**src/rtl/peri_bus_arbiter.sv**
```systemverilog
// Round-robin arbiter granting NUM_REQ requesters one at a time onto a single peripheral bus.
// Latency: strobe one cycle after the request is seen in IDLE; completion L+2 cycles issue-to-issue.
// Backpressure: requests are held until the matching o_req_ready pulse; bus stalls are bounded by TIMEOUT.
//
// Ports:
//   i_clk, i_rst_n                  clock, asynchronous active-low reset
//   i_req_rden/wren/addr/wdata/wstrb per-requester command (slice i at [W*i +: W])
//   o_req_gnt, o_req_ready          one-hot single-cycle pulses: accepted / complete
//   o_req_rdata                     read data, valid while any o_req_ready bit is high
//   o_bus_rden/wren                 single-cycle command strobes to the peripheral bus
//   o_bus_addr/wdata/wstrb          command fields, stable for the whole transaction
//   i_bus_ready, i_bus_rdata        bus completion and its read data
//   o_timeout_err, o_err_id         forced-completion pulse and sticky offending requester index
module peri_bus_arbiter #(
    parameter int NUM_REQ = 4,
    parameter int TIMEOUT = 255
) (
    input  logic                    i_clk,
    input  logic                    i_rst_n,
    input  logic [NUM_REQ-1:0]      i_req_rden,
    input  logic [NUM_REQ-1:0]      i_req_wren,
    input  logic [NUM_REQ*32-1:0]   i_req_addr,
    input  logic [NUM_REQ*32-1:0]   i_req_wdata,
    input  logic [NUM_REQ*4-1:0]    i_req_wstrb,
    output logic [NUM_REQ-1:0]      o_req_gnt,
    output logic [NUM_REQ-1:0]      o_req_ready,
    output logic [31:0]             o_req_rdata,
    output logic                    o_bus_rden,
    output logic                    o_bus_wren,
    output logic [31:0]             o_bus_addr,
    output logic [31:0]             o_bus_wdata,
    output logic [3:0]              o_bus_wstrb,
    input  logic                    i_bus_ready,
    input  logic [31:0]             i_bus_rdata,
    output logic                    o_timeout_err,
    output logic [2:0]              o_err_id
);

    typedef enum logic [1:0] {
        ST_IDLE = 2'd0,
        ST_WAIT = 2'd1,
        ST_RESP = 2'd2
    } state_t;

    localparam logic [15:0]        CNT_LAST  = 16'(TIMEOUT - 1);
    localparam logic [2:0]         LAST_INIT = 3'(NUM_REQ - 1);
    localparam logic [NUM_REQ-1:0] REQ_ONE   = {{(NUM_REQ-1){1'b0}}, 1'b1};

    state_t             state;
    state_t             state_nxt;
    // Index of the most recent grant; doubles as the owner of the in-flight transaction.
    logic [2:0]         last_winner;
    logic [15:0]        wait_cnt;
    logic [NUM_REQ-1:0] req_act;
    logic               win_vld;
    logic [2:0]         win_idx;
    logic [31:0]        sel_addr;
    logic [31:0]        sel_wdata;
    logic [3:0]         sel_wstrb;
    logic               sel_rden;
    logic               sel_wren;
    logic               tmo_hit;

    assign req_act = i_req_rden | i_req_wren;
    assign tmo_hit = (wait_cnt == CNT_LAST);

    // Circular search starting just after the last winner: distance k=1 is the
    // highest priority, k=NUM_REQ (the last winner itself) the lowest.
    always_comb begin : pick_winner
        win_vld = 1'b0;
        win_idx = '0;
        for (int k = 1; k <= NUM_REQ; k++) begin
            for (int i = 0; i < NUM_REQ; i++) begin
                if (!win_vld && req_act[i] &&
                    ((int'(last_winner) + k == i) || (int'(last_winner) + k == i + NUM_REQ))) begin
                    win_vld = 1'b1;
                    win_idx = 3'(i);
                end
            end
        end
    end

    always_comb begin : sel_fields
        sel_addr  = '0;
        sel_wdata = '0;
        sel_wstrb = '0;
        sel_rden  = 1'b0;
        sel_wren  = 1'b0;
        for (int i = 0; i < NUM_REQ; i++) begin
            if (win_idx == 3'(i)) begin
                sel_addr  = i_req_addr[32*i +: 32];
                sel_wdata = i_req_wdata[32*i +: 32];
                sel_wstrb = i_req_wstrb[4*i +: 4];
                sel_rden  = i_req_rden[i];
                sel_wren  = i_req_wren[i];
            end
        end
    end

    always_ff @(posedge i_clk or negedge i_rst_n) begin : state_reg
        if (!i_rst_n) begin
            state <= ST_IDLE;
        end else begin
            state <= state_nxt;
        end
    end

    always_comb begin : next_state
        state_nxt = state;
        case (state)
            ST_IDLE: if (win_vld) state_nxt = ST_WAIT;
            ST_WAIT: if (i_bus_ready || tmo_hit) state_nxt = ST_RESP;
            ST_RESP: state_nxt = ST_IDLE;
            default: state_nxt = ST_IDLE;
        endcase
    end

    always_ff @(posedge i_clk or negedge i_rst_n) begin : datapath
        if (!i_rst_n) begin
            last_winner   <= LAST_INIT;
            wait_cnt      <= '0;
            o_req_gnt     <= '0;
            o_req_ready   <= '0;
            o_req_rdata   <= '0;
            o_bus_rden    <= 1'b0;
            o_bus_wren    <= 1'b0;
            o_bus_addr    <= '0;
            o_bus_wdata   <= '0;
            o_bus_wstrb   <= '0;
            o_timeout_err <= 1'b0;
            o_err_id      <= '0;
        end else begin
            // Strobes and grant are single-cycle: they fall on the edge after issue.
            o_req_gnt  <= '0;
            o_bus_rden <= 1'b0;
            o_bus_wren <= 1'b0;
            case (state)
                ST_IDLE: begin
                    if (win_vld) begin
                        last_winner <= win_idx;
                        wait_cnt    <= '0;
                        o_bus_addr  <= sel_addr;
                        o_bus_wdata <= sel_wdata;
                        o_bus_wstrb <= sel_wstrb;
                        o_bus_wren  <= sel_wren;
                        // A requester raising both strobes is treated as a write.
                        o_bus_rden  <= sel_rden & ~sel_wren;
                        o_req_gnt   <= REQ_ONE << win_idx;
                    end
                end
                ST_WAIT: begin
                    // A real completion on the timeout edge wins over the forced one.
                    if (i_bus_ready) begin
                        o_req_ready <= REQ_ONE << last_winner;
                        o_req_rdata <= i_bus_rdata;
                    end else if (tmo_hit) begin
                        o_req_ready   <= REQ_ONE << last_winner;
                        o_req_rdata   <= '0;
                        o_timeout_err <= 1'b1;
                        o_err_id      <= last_winner;
                    end else begin
                        wait_cnt <= wait_cnt + 16'd1;
                    end
                end
                ST_RESP: begin
                    o_req_ready   <= '0;
                    o_timeout_err <= 1'b0;
                end
                default: ;
            endcase
        end
    end

endmodule

```
**config.mk**
```make
export PLATFORM = sky130hd
export DESIGN_NAME = peri_bus_arbiter
export DESIGN_NICKNAME = d
export VERILOG_FILES = /design/src/rtl/peri_bus_arbiter.sv
export SDC_FILE = /design/constraint.sdc
export NUM_CORES = 1
export LEC_CHECK = 0
export ABC_CLOCK_PERIOD_IN_PS = 3200
export CAP_MARGIN = 20
export CORE_AREA = 2 2 167 169
export CTS_CLUSTER_DIAMETER = 200
export DETAILED_ROUTE_END_ITERATION = 12
export DIE_AREA = 0 0 169 171
export PLACE_DENSITY = 0.8
export SYNTH_ARGS = -nofsm -noshare
export SYNTH_HDL_FRONTEND = slang
export SYNTH_SLANG_ARGS = --single-unit
```
**constraint.sdc**
```tcl
create_clock -name i_clk -period 3.2 [get_ports i_clk]
set_input_delay 0.8 -clock i_clk [delete_from_list [all_inputs] [get_ports i_clk]]
set_output_delay 0.8 -clock i_clk [all_outputs]
set_load 0.005 [all_outputs]
```
## Word level (Yosys, flattened, before mapping)

Index checks and enable logic that the tools add are counted.

- Reductions and logical operators: 79
- Shifts and indexed selects: 2
- Bitwise gates (word level): 4
- Eq/ne operators: 40
- Multiplexer cells: 72
- $add $sub $neg: 5

Operators with widths:

| cell | count |
|---|---|
| == test 32 x 4 -> 1 bit (second input constant) | 12 |
| 2-to-1 mux 32 bit | 10 |
| == test 32 x 3 -> 1 bit (second input constant) | 8 |
| == test 32 x 2 -> 1 bit (second input constant) | 4 |
| zero test 32 bit | 4 |
| 2-to-1 mux 16 bit | 3 |
| 2-to-1 mux 3 bit | 13 |
| 2-to-1 mux 4 bit | 8 |
| one-hot mux 16 bit (2 select lines) | 1 |
| logical AND 1 bit | 31 |
| 2-to-1 mux 1 bit | 31 |
| logical OR 1 bit | 17 |
| adder 16 x 1 -> 16 bit (second input constant) | 1 |
| == test 16 x 8 -> 1 bit (second input constant) | 1 |
| == test 4 x 3 -> 1 bit (second input constant) | 4 |
| zero test 1 bit | 15 |
| inequality test 2 bit (second input constant) | 5 |
| adder 3 x 2 -> 4 bit (second input constant) | 2 |
| one-hot mux 4 bit (2 select lines) | 1 |
| AND reduction 2 bit | 4 |
| left shift 1 x 3 -> 4 bit (first input constant) | 2 |
| == test 3 x 2 -> 1 bit (second input constant) | 2 |
| 2-to-1 mux 2 bit | 3 |
| AND reduction 3 bit | 2 |
| 15 further kinds | 18 |

- Register bits: 135
- Input bits: 315

## Logic depth before layout (Yosys ltp)

Gate-level depths: netlist of the first run.

- Depth after elaboration: 74
- Mapped depth: 10

## Worst setup path before layout of the first run

No wires, ideal clock.

- Path kind: in2reg
- Start: input i_req_rden[3]
- End: register o_bus_addr[25]
- Required time: 3.058 ns
- Buffers on the path: 5
- Cell stages on the path: 10
- Library setup time: 0.142 ns
- Setup slack: 0.545 ns
- Arrival: 2.513 ns
- Cell sequence: or2_2 buf_2 o221a_2 buf_2 a21oi_1 o21a_1 buf_2 buf_2 buf_2 o221ai_1

- Cells in the longest elaborated chain, start to end: 57

Ends and longest elaborated chain:

| what | RTL line | source |
|---|---|---|
| start: declaration | 20 | `input logic [NUM_REQ-1:0] i_req_rden,` |
| bitwise OR 4 bit * | 64 | `assign req_act = i_req_rden \| i_req_wren;` |
| logical AND 1 bit (2 in series) | 74 | `if (!win_vld && req_act[i] &&` |
| 2-to-1 mux 1 bit | 74 |  |
| zero test 1 bit | 74 |  |
| logical AND 1 bit (2 in series) | 74 |  |
| 2-to-1 mux 1 bit | 74 |  |
| zero test 1 bit | 74 |  |
| logical AND 1 bit (2 in series) | 74 |  |
| (+33 left out) | - |  |
| zero test 1 bit | 74 |  |
| logical AND 1 bit (2 in series) | 74 |  |
| 2-to-1 mux 1 bit | 74 |  |
| zero test 1 bit | 74 |  |
| logical AND 1 bit (2 in series) | 74 |  |
| 2-to-1 mux 3 bit | 74 |  |
| zero test 3 bit | 90 | `if (win_idx == 3'(i)) begin` |
| 2-to-1 mux 32 bit (4 in series) | 90 |  |
| end signal: assignment | 142 | `o_bus_addr <= sel_addr;` |
| end: declaration | 30 | `output logic [31:0] o_bus_addr,` |

Mark *: on every way between the ends. The rest lies on a longest branch, timed or not.
A chain may end at the register's enable or synchronous reset.

## Worst setup path after layout of the first run

- Start: input i_req_wren[0]
- End: register o_bus_wdata[10]

- Cells in the longest elaborated chain, start to end: 68

Ends and longest elaborated chain:

| what | RTL line | source |
|---|---|---|
| start: declaration | 21 | `input logic [NUM_REQ-1:0] i_req_wren,` |
| bitwise OR 4 bit * | 64 |  |
| logical AND 1 bit | 74 |  |
| 2-to-1 mux 1 bit | 74 |  |
| zero test 1 bit | 74 |  |
| logical AND 1 bit (2 in series) | 74 |  |
| 2-to-1 mux 1 bit | 74 |  |
| zero test 1 bit | 74 |  |
| logical AND 1 bit (2 in series) | 74 |  |
| (+45 left out) | - |  |
| zero test 1 bit | 74 |  |
| logical AND 1 bit (2 in series) | 74 |  |
| 2-to-1 mux 1 bit | 74 |  |
| zero test 1 bit | 74 |  |
| logical AND 1 bit (2 in series) | 74 |  |
| 2-to-1 mux 3 bit | 74 |  |
| zero test 3 bit | 90 |  |
| 2-to-1 mux 32 bit (4 in series) | 90 |  |
| end signal: assignment | 143 | `o_bus_wdata <= sel_wdata;` |
| end: declaration | 31 | `output logic [31:0] o_bus_wdata,` |

Marked as above.

==> results of run 1 <==
[stage by stage]
step	hold WS (ns)	util	setup slack, ns	instance area [sq um]
3_3_place_gp	0.468	0.541	0.0683	14800
2_1_floorplan	0.479	-	0.545	9860
3_5_place_dp	0.474	0.541	0.0615	14800
6_report	0.333	0.563	0.479	15400
5_1_grt	0.353	0.563	0.403	15400
4_1_cts	0.338	0.563	0.502	15400
[cells in the final DEF (no fill, tap or decap), types with 7 or more instances in the layout]
master	count
o211ai_1	72
nand3_1	76
nand2_1	158
or4_1	8
mux2i_1	75
dfrtp_1	131
a22o_1	33
and3_1	71
o21ai_0	69
inv_1	8
buf_4	34
inv_8	7
a21oi_1	14
clkbuf_16	17
o221ai_1	136
clkdlybuf4s50_1	426
a21boi_0	68
buf_12	23
nor2_1	12
[layer usage]
| layer | vias to the layer above | global-route usage |
|---|---|---|
| met4 | 0 | 0.122 |
| met3 | 139 | 0.0722 |
| li1 | 5239 | - |
| met2 | 820 | 0.479 |
| met5 | - | 0 |
| met1 | 5643 | 0.357 |
[cell usage after synthesis (all sizes together), types with 3 or more instances]
cell type,instances
o21bai,3
clkbuf,133
nor2,13
dfrtp,131
buf,21
nor4,5
o21ai,74
ha,5
o21a,3
and3,71
nand2,160
a21boi,68
nor3,6
o31ai,7
o311ai,3
inv,8
or4,9
nand3,76
a32o,3
nand4,6
a21oi,15
o211ai,72
a22o,33
o221ai,137
mux2i,75
and2,5
nand2b,5
[power by group]
group	total (uW)	internal (uW)	leakage (uW)	switching, uW
logic	8510	4030	0.00410	4490
registers	2900	2440	0.00168	464
clock network	2160	1210	0.000309	952
[worst paths after layout]
check | from | endpoint | slack, ns
setup / recovery | i_req_wren[0] | o_bus_wdata[10] | 0.48
hold / removal | i_rst_n | o_bus_wdata[20] | 0.33
setup reg to reg | last_winner[0] | o_bus_addr[18] | 0.84
hold reg to reg | o_bus_wdata[12] | o_bus_wdata[12] | 0.49
max in group asynchronous | i_rst_n | o_bus_addr[10] | 1.92
min in group i_clk | o_bus_wdata[12] | o_bus_wdata[12] | 0.49
[logic make-up after synthesis]
logic type | Yosys count | synth area share
compound gates | 432 | 0.333
simple gates | 364 | 0.179
buf+inv | 162 | 0.0650
flops | 133 | 0.338
mux | 77 | 0.0784
fa+ha+maj | 5 | 0.00635
other cells | 1 | 0.000380
[final cells by class]
type	count	area, sq um	area share
clock buffers	17	425	0.0276
flip-flops and latches	133	3330	0.217
repair buffers	484	4990	0.324
well taps	346	433	0.0281
multi-input cells	879	5980	0.389
clock inverters	15	199	0.0129
inverters	8	30.0	0.00195
==> reports/metrics.yaml, run 1 <==
logic_synthesis:
  synth-seq-cells: 133
  synth_ff_type: "dfrtp_1"
  synth_top_area_frac: 0.333
  syn_inst: 1174
  ys_seq_area_frac: 0.338
  ys.warnings.count: 0
  synth_area_leaders: "dfrtp_1 33%, o221ai_1 12%, mux2i_1 7.6%"
  synth_enable_flop_cells: 0
  synth_cell_types: 52
  synth_fp_nets: 1494
  async_flop_share: 1.00
  syn_area_per_cell_sq_um: 8.40
  synth.cell_area_sq_um: 9860
  synth_top_cell_by_area: "dfrtp_1"
clocking:
  cts_resized: 0
  postCtsSetupBuffers: 0
  worstSkewPairLatency_ns: 0.43
  postCtsHoldBufs: 0
  clk_pin_slew_worst_paths_ns: 0.07
  htreeDepth: 4
  clock_path_buffers: 2
  cts_num_sinks: 133
  cts_buffers: 17
  cts-root-buf: "clkbuf_16"
  cts_tree: "built"
floorplanning:
  io_pins: 429
  dieArea_sq_um: 28900
  dieHeight_microns: 171
  core_area_sq_um: 27300
  die_w_microns: 169
  rows: 61
  floorplan.initialDensity: 0.361
cells_and_area:
  finish.net_count: 1843
  fillerInstances: 2340
  n_antenna_cell: 0
  area_growth_pct: 56.2
  final_layout_size_suffix_gt1_frac: 0.0729
  finalNonFillerCells: 1882
  top_regs: "o_bus_addr x32, o_bus_wdata x32, o_req_rdata x32"
place:
  placed_cells: 1850
  io_buffers: 427
  dp_hpwl_microns: 29100
  finalWeightedCongestion: 0.907
setup_path:
  path_buf_inv: 3
  worst-setup-path-type: "in2reg"
  reg2regPathDepth: 7
  critical-path-top-delay-family: "buffers and inverters"
  cp_slowest_cell: "or4_2"
  path_cells: "clkdlybuf4s50_1 -> or4_2 -> buf_4 -> buf_12 -> o21ai_0 -> o211ai_1 -> mux2i_1 -> o221ai_1"
  worstPathArrival_ns: 3.02
  setup.worst_path.start_class: "input pin"
  cp_max_fo: 34
  required_ns: 3.49
  cpPeakStageDelay_ns: 0.70
  critical_path_depth: 8
  end_kind: "flip-flop"
route:
  drc_errors: 0
  ant_nets: 0
  met2WireLength_microns: 20400
  vias: 11841
  drt-vias-per-instance: 6.29
  top_layer: "met4"
  routed_wirelength_microns: 42900
  wl_met3_microns: 4260
  wirelength_met1_microns: 16400
  drtPass1Iterations: 6
  drtIter0Drc: 1111
  wl_per_cell_microns: 22.8
sta:
  setup_viol: 0
  hold_viol: 0
  min_period_ns: 2.72
  finalClockSkew_ns: 0.00832
  finalCritPeriodShare: 0.850
  drv_slew: 0
  relSlewSlack: 0.584
  fmax_mhz: 367
  worst_pin_slew_ns: 0.615
  setup_tns_ns: 0
  rsz0062_at_grt: "no"
flow_run:
  cap_viol_max_count: 0
grt:
  grt_pass1_vias: 11585
  grt_pass1_wl_microns: 65600
  antenna_found_initial: 0
  grt_max_degree: 74
  grtUsageTotal: 0.288
  grt_remaining_overflow: 0
pwr:
  p_per_area_nw_per_um2: 882
  leakagePower_uw: 0.00608
  peakVddDrop_v: 0.000703
  finalPower_uw: 13600
worst_hold_path:
  hold_class: "in2async"
status:
  status: "finished clean"
Power figures use the tool's default switching activity.
==> inputs of run 2 (changes only) <==
PLACE_DENSITY = 0.69   (was 0.8)
==> run 2 against run 1 <==
  * Fmax shrank 2.0%
  * Worst setup slack lost 0.056 ns
  * Die area is the same
  * Non-clock buffer count is the same
  * Core utilization shrank 0.28 points
==> reports/metrics.yaml, run 2 (synthesis gave the netlist of run 1 again) <==
setup_path:
  worst-setup-path-type: "in2reg"
  required_ns: 3.47
  worstPathArrival_ns: 3.05
  cp_max_fo: 32
  end_kind: "flip-flop"
  setup.worst_path.start_class: "input pin"
route:
  wirelength_met1_microns: 17400
  drtPass1Iterations: 5
  drtIter0Drc: 1082
  wl_met3_microns: 3470
  drc_errors: 0
  met2WireLength_microns: 20800
  drt-vias-per-instance: 6.13
  wl_per_cell_microns: 22.9
  top_layer: "met5"
  vias: 11545
  ant_nets: 0
  routed_wirelength_microns: 43100
floorplanning:
  dieHeight_microns: 171
  core_area_sq_um: 27300
  floorplan.initialDensity: 0.361
  io_pins: 429
  die_w_microns: 169
  dieArea_sq_um: 28900
  rows: 61
pwr:
  pwr-share-seq: 0.222
  combPwrFrac: 0.622
  p_sw_uw: 5810
  swShare: 0.432
  leakagePower_uw: 0.00605
  p_per_area_nw_per_um2: 878
  p_clk_frac: 0.156
  peakVddDrop_v: 0.000580
  p_int_uw: 7640
sta:
  hold_viol: 0
  relSlewSlack: 0.533
  finalCritPeriodShare: 0.868
  worst_pin_slew_ns: 0.701
  drv_slew: 0
  finalClockSkew_ns: 0.0166
  fmax_mhz: 360
  setup_tns_ns: 0
  setup_viol: 0
  rsz0062_at_grt: "no"
  min_period_ns: 2.78
clocking:
  clock_path_buffers: 2
  cts-root-buf: "clkbuf_16"
  worstSkewPairLatency_ns: 0.42
  postCtsSetupBuffers: 0
  cts_tree: "built"
  htreeDepth: 4
  clk_pin_slew_worst_paths_ns: 0.07
  cts_num_sinks: 133
  postCtsHoldBufs: 0
  cts_resized: 0
  cts_buffers: 17
flow_run:
  cap_viol_max_count: 0
status:
  status: "finished clean"
cells_and_area:
  finish.net_count: 1843
  top_regs: "o_bus_addr x32, o_bus_wdata x32, o_req_rdata x32"
  final_common_cell: "clkdlybuf4s50_1"
  final_layout_size_suffix_gt1_frac: 0.0729
  final_area_sq_um: 15300
  area_growth_pct: 55.4
  most-common-layout-cells: "426 x clkdlybuf4s50_1, 158 x nand2_1, 136 x o221ai_1, 131 x dfrtp_1, 76 x nand3_1"
grt:
  grt_pass1_vias: 11369
  grt_max_degree: 100
  grtUsageTotal: 0.287
  antenna_found_initial: 4
  grt_pass1_wl_microns: 65200
  grt_remaining_overflow: 0
place:
  finalWeightedCongestion: 0.924
  placed_area_sq_um: 14700
  dp_hpwl_microns: 30300
  io_buffers: 427
worst_hold_path:
  hold_class: "in2async"
==> run 2: worst paths after layout <==
check	startpoint	to	slack [ns]	cells past startpoint
setup / recovery	i_req_wren[1]	o_bus_wdata[9]	0.42	8
hold / removal	i_rst_n	o_bus_wdata[16]	0.40	1
setup reg to reg	last_winner[1]	o_bus_wdata[30]	0.60	6
hold reg to reg	o_bus_wdata[0]	o_bus_wdata[0]	0.49	2
max in group asynchronous	i_rst_n	o_req_rdata[28]	1.91	2
min in group i_clk	o_bus_wdata[0]	o_bus_wdata[0]	0.49	2
==> run 2: routing by layer <==
metal	GRT usage	up-vias
met4	0.105	4
met2	0.488	580
li1	-	5240
met1	0.357	5642
met5	0	-
met3	0.0650	79
==> run 2: layout make-up <==
cell class / count / area (sq um)
clock inverters: 14 / 165
well taps: 346 / 433
repair buffers: 484 / 4940
fillers: 2460 / 12000
clock buffers: 18 / 439
inverters: 8 / 30.0
multi-input cells: 879 / 5970
flip-flops and latches: 133 / 3330
diodes: 2 / 5.00
==> run 2: through the flow <==
stage	power, uW	util	setup WS [ns]	hold WS [ns]	cells
floorplan	7500	-	0.545	0.479	1174
global placement	11200	0.538	0.102	0.468	1850
detailed placement	11300	0.538	0.0692	0.472	1850
CTS	13500	0.560	0.443	0.419	1882
global route	14300	0.560	0.349	0.430	1882
finish	13500	0.561	0.422	0.399	1884
==> run 2: critical path, stage by stage <==
cell,delay (ns)
clkdlybuf4s50_1,0.49
or4_2,0.65
buf_4,0.22
buf_12,0.18
o21ai_0,0.18
o211ai_1,0.18
mux2i_1,0.20
o221ai_1,0.12
==> run 2: power by group through the flow <==
stage / registers [uW] / clock network, uW / logic, uW
after detailed placement: 2990 / 0 / 8330
after floorplan: 2870 / 0 / 4630
after global routing: 3060 / 2200 / 9040
after global placement: 2990 / 0 / 8210
after CTS: 2990 / 2120 / 8350
final: 2990 / 2100 / 8370
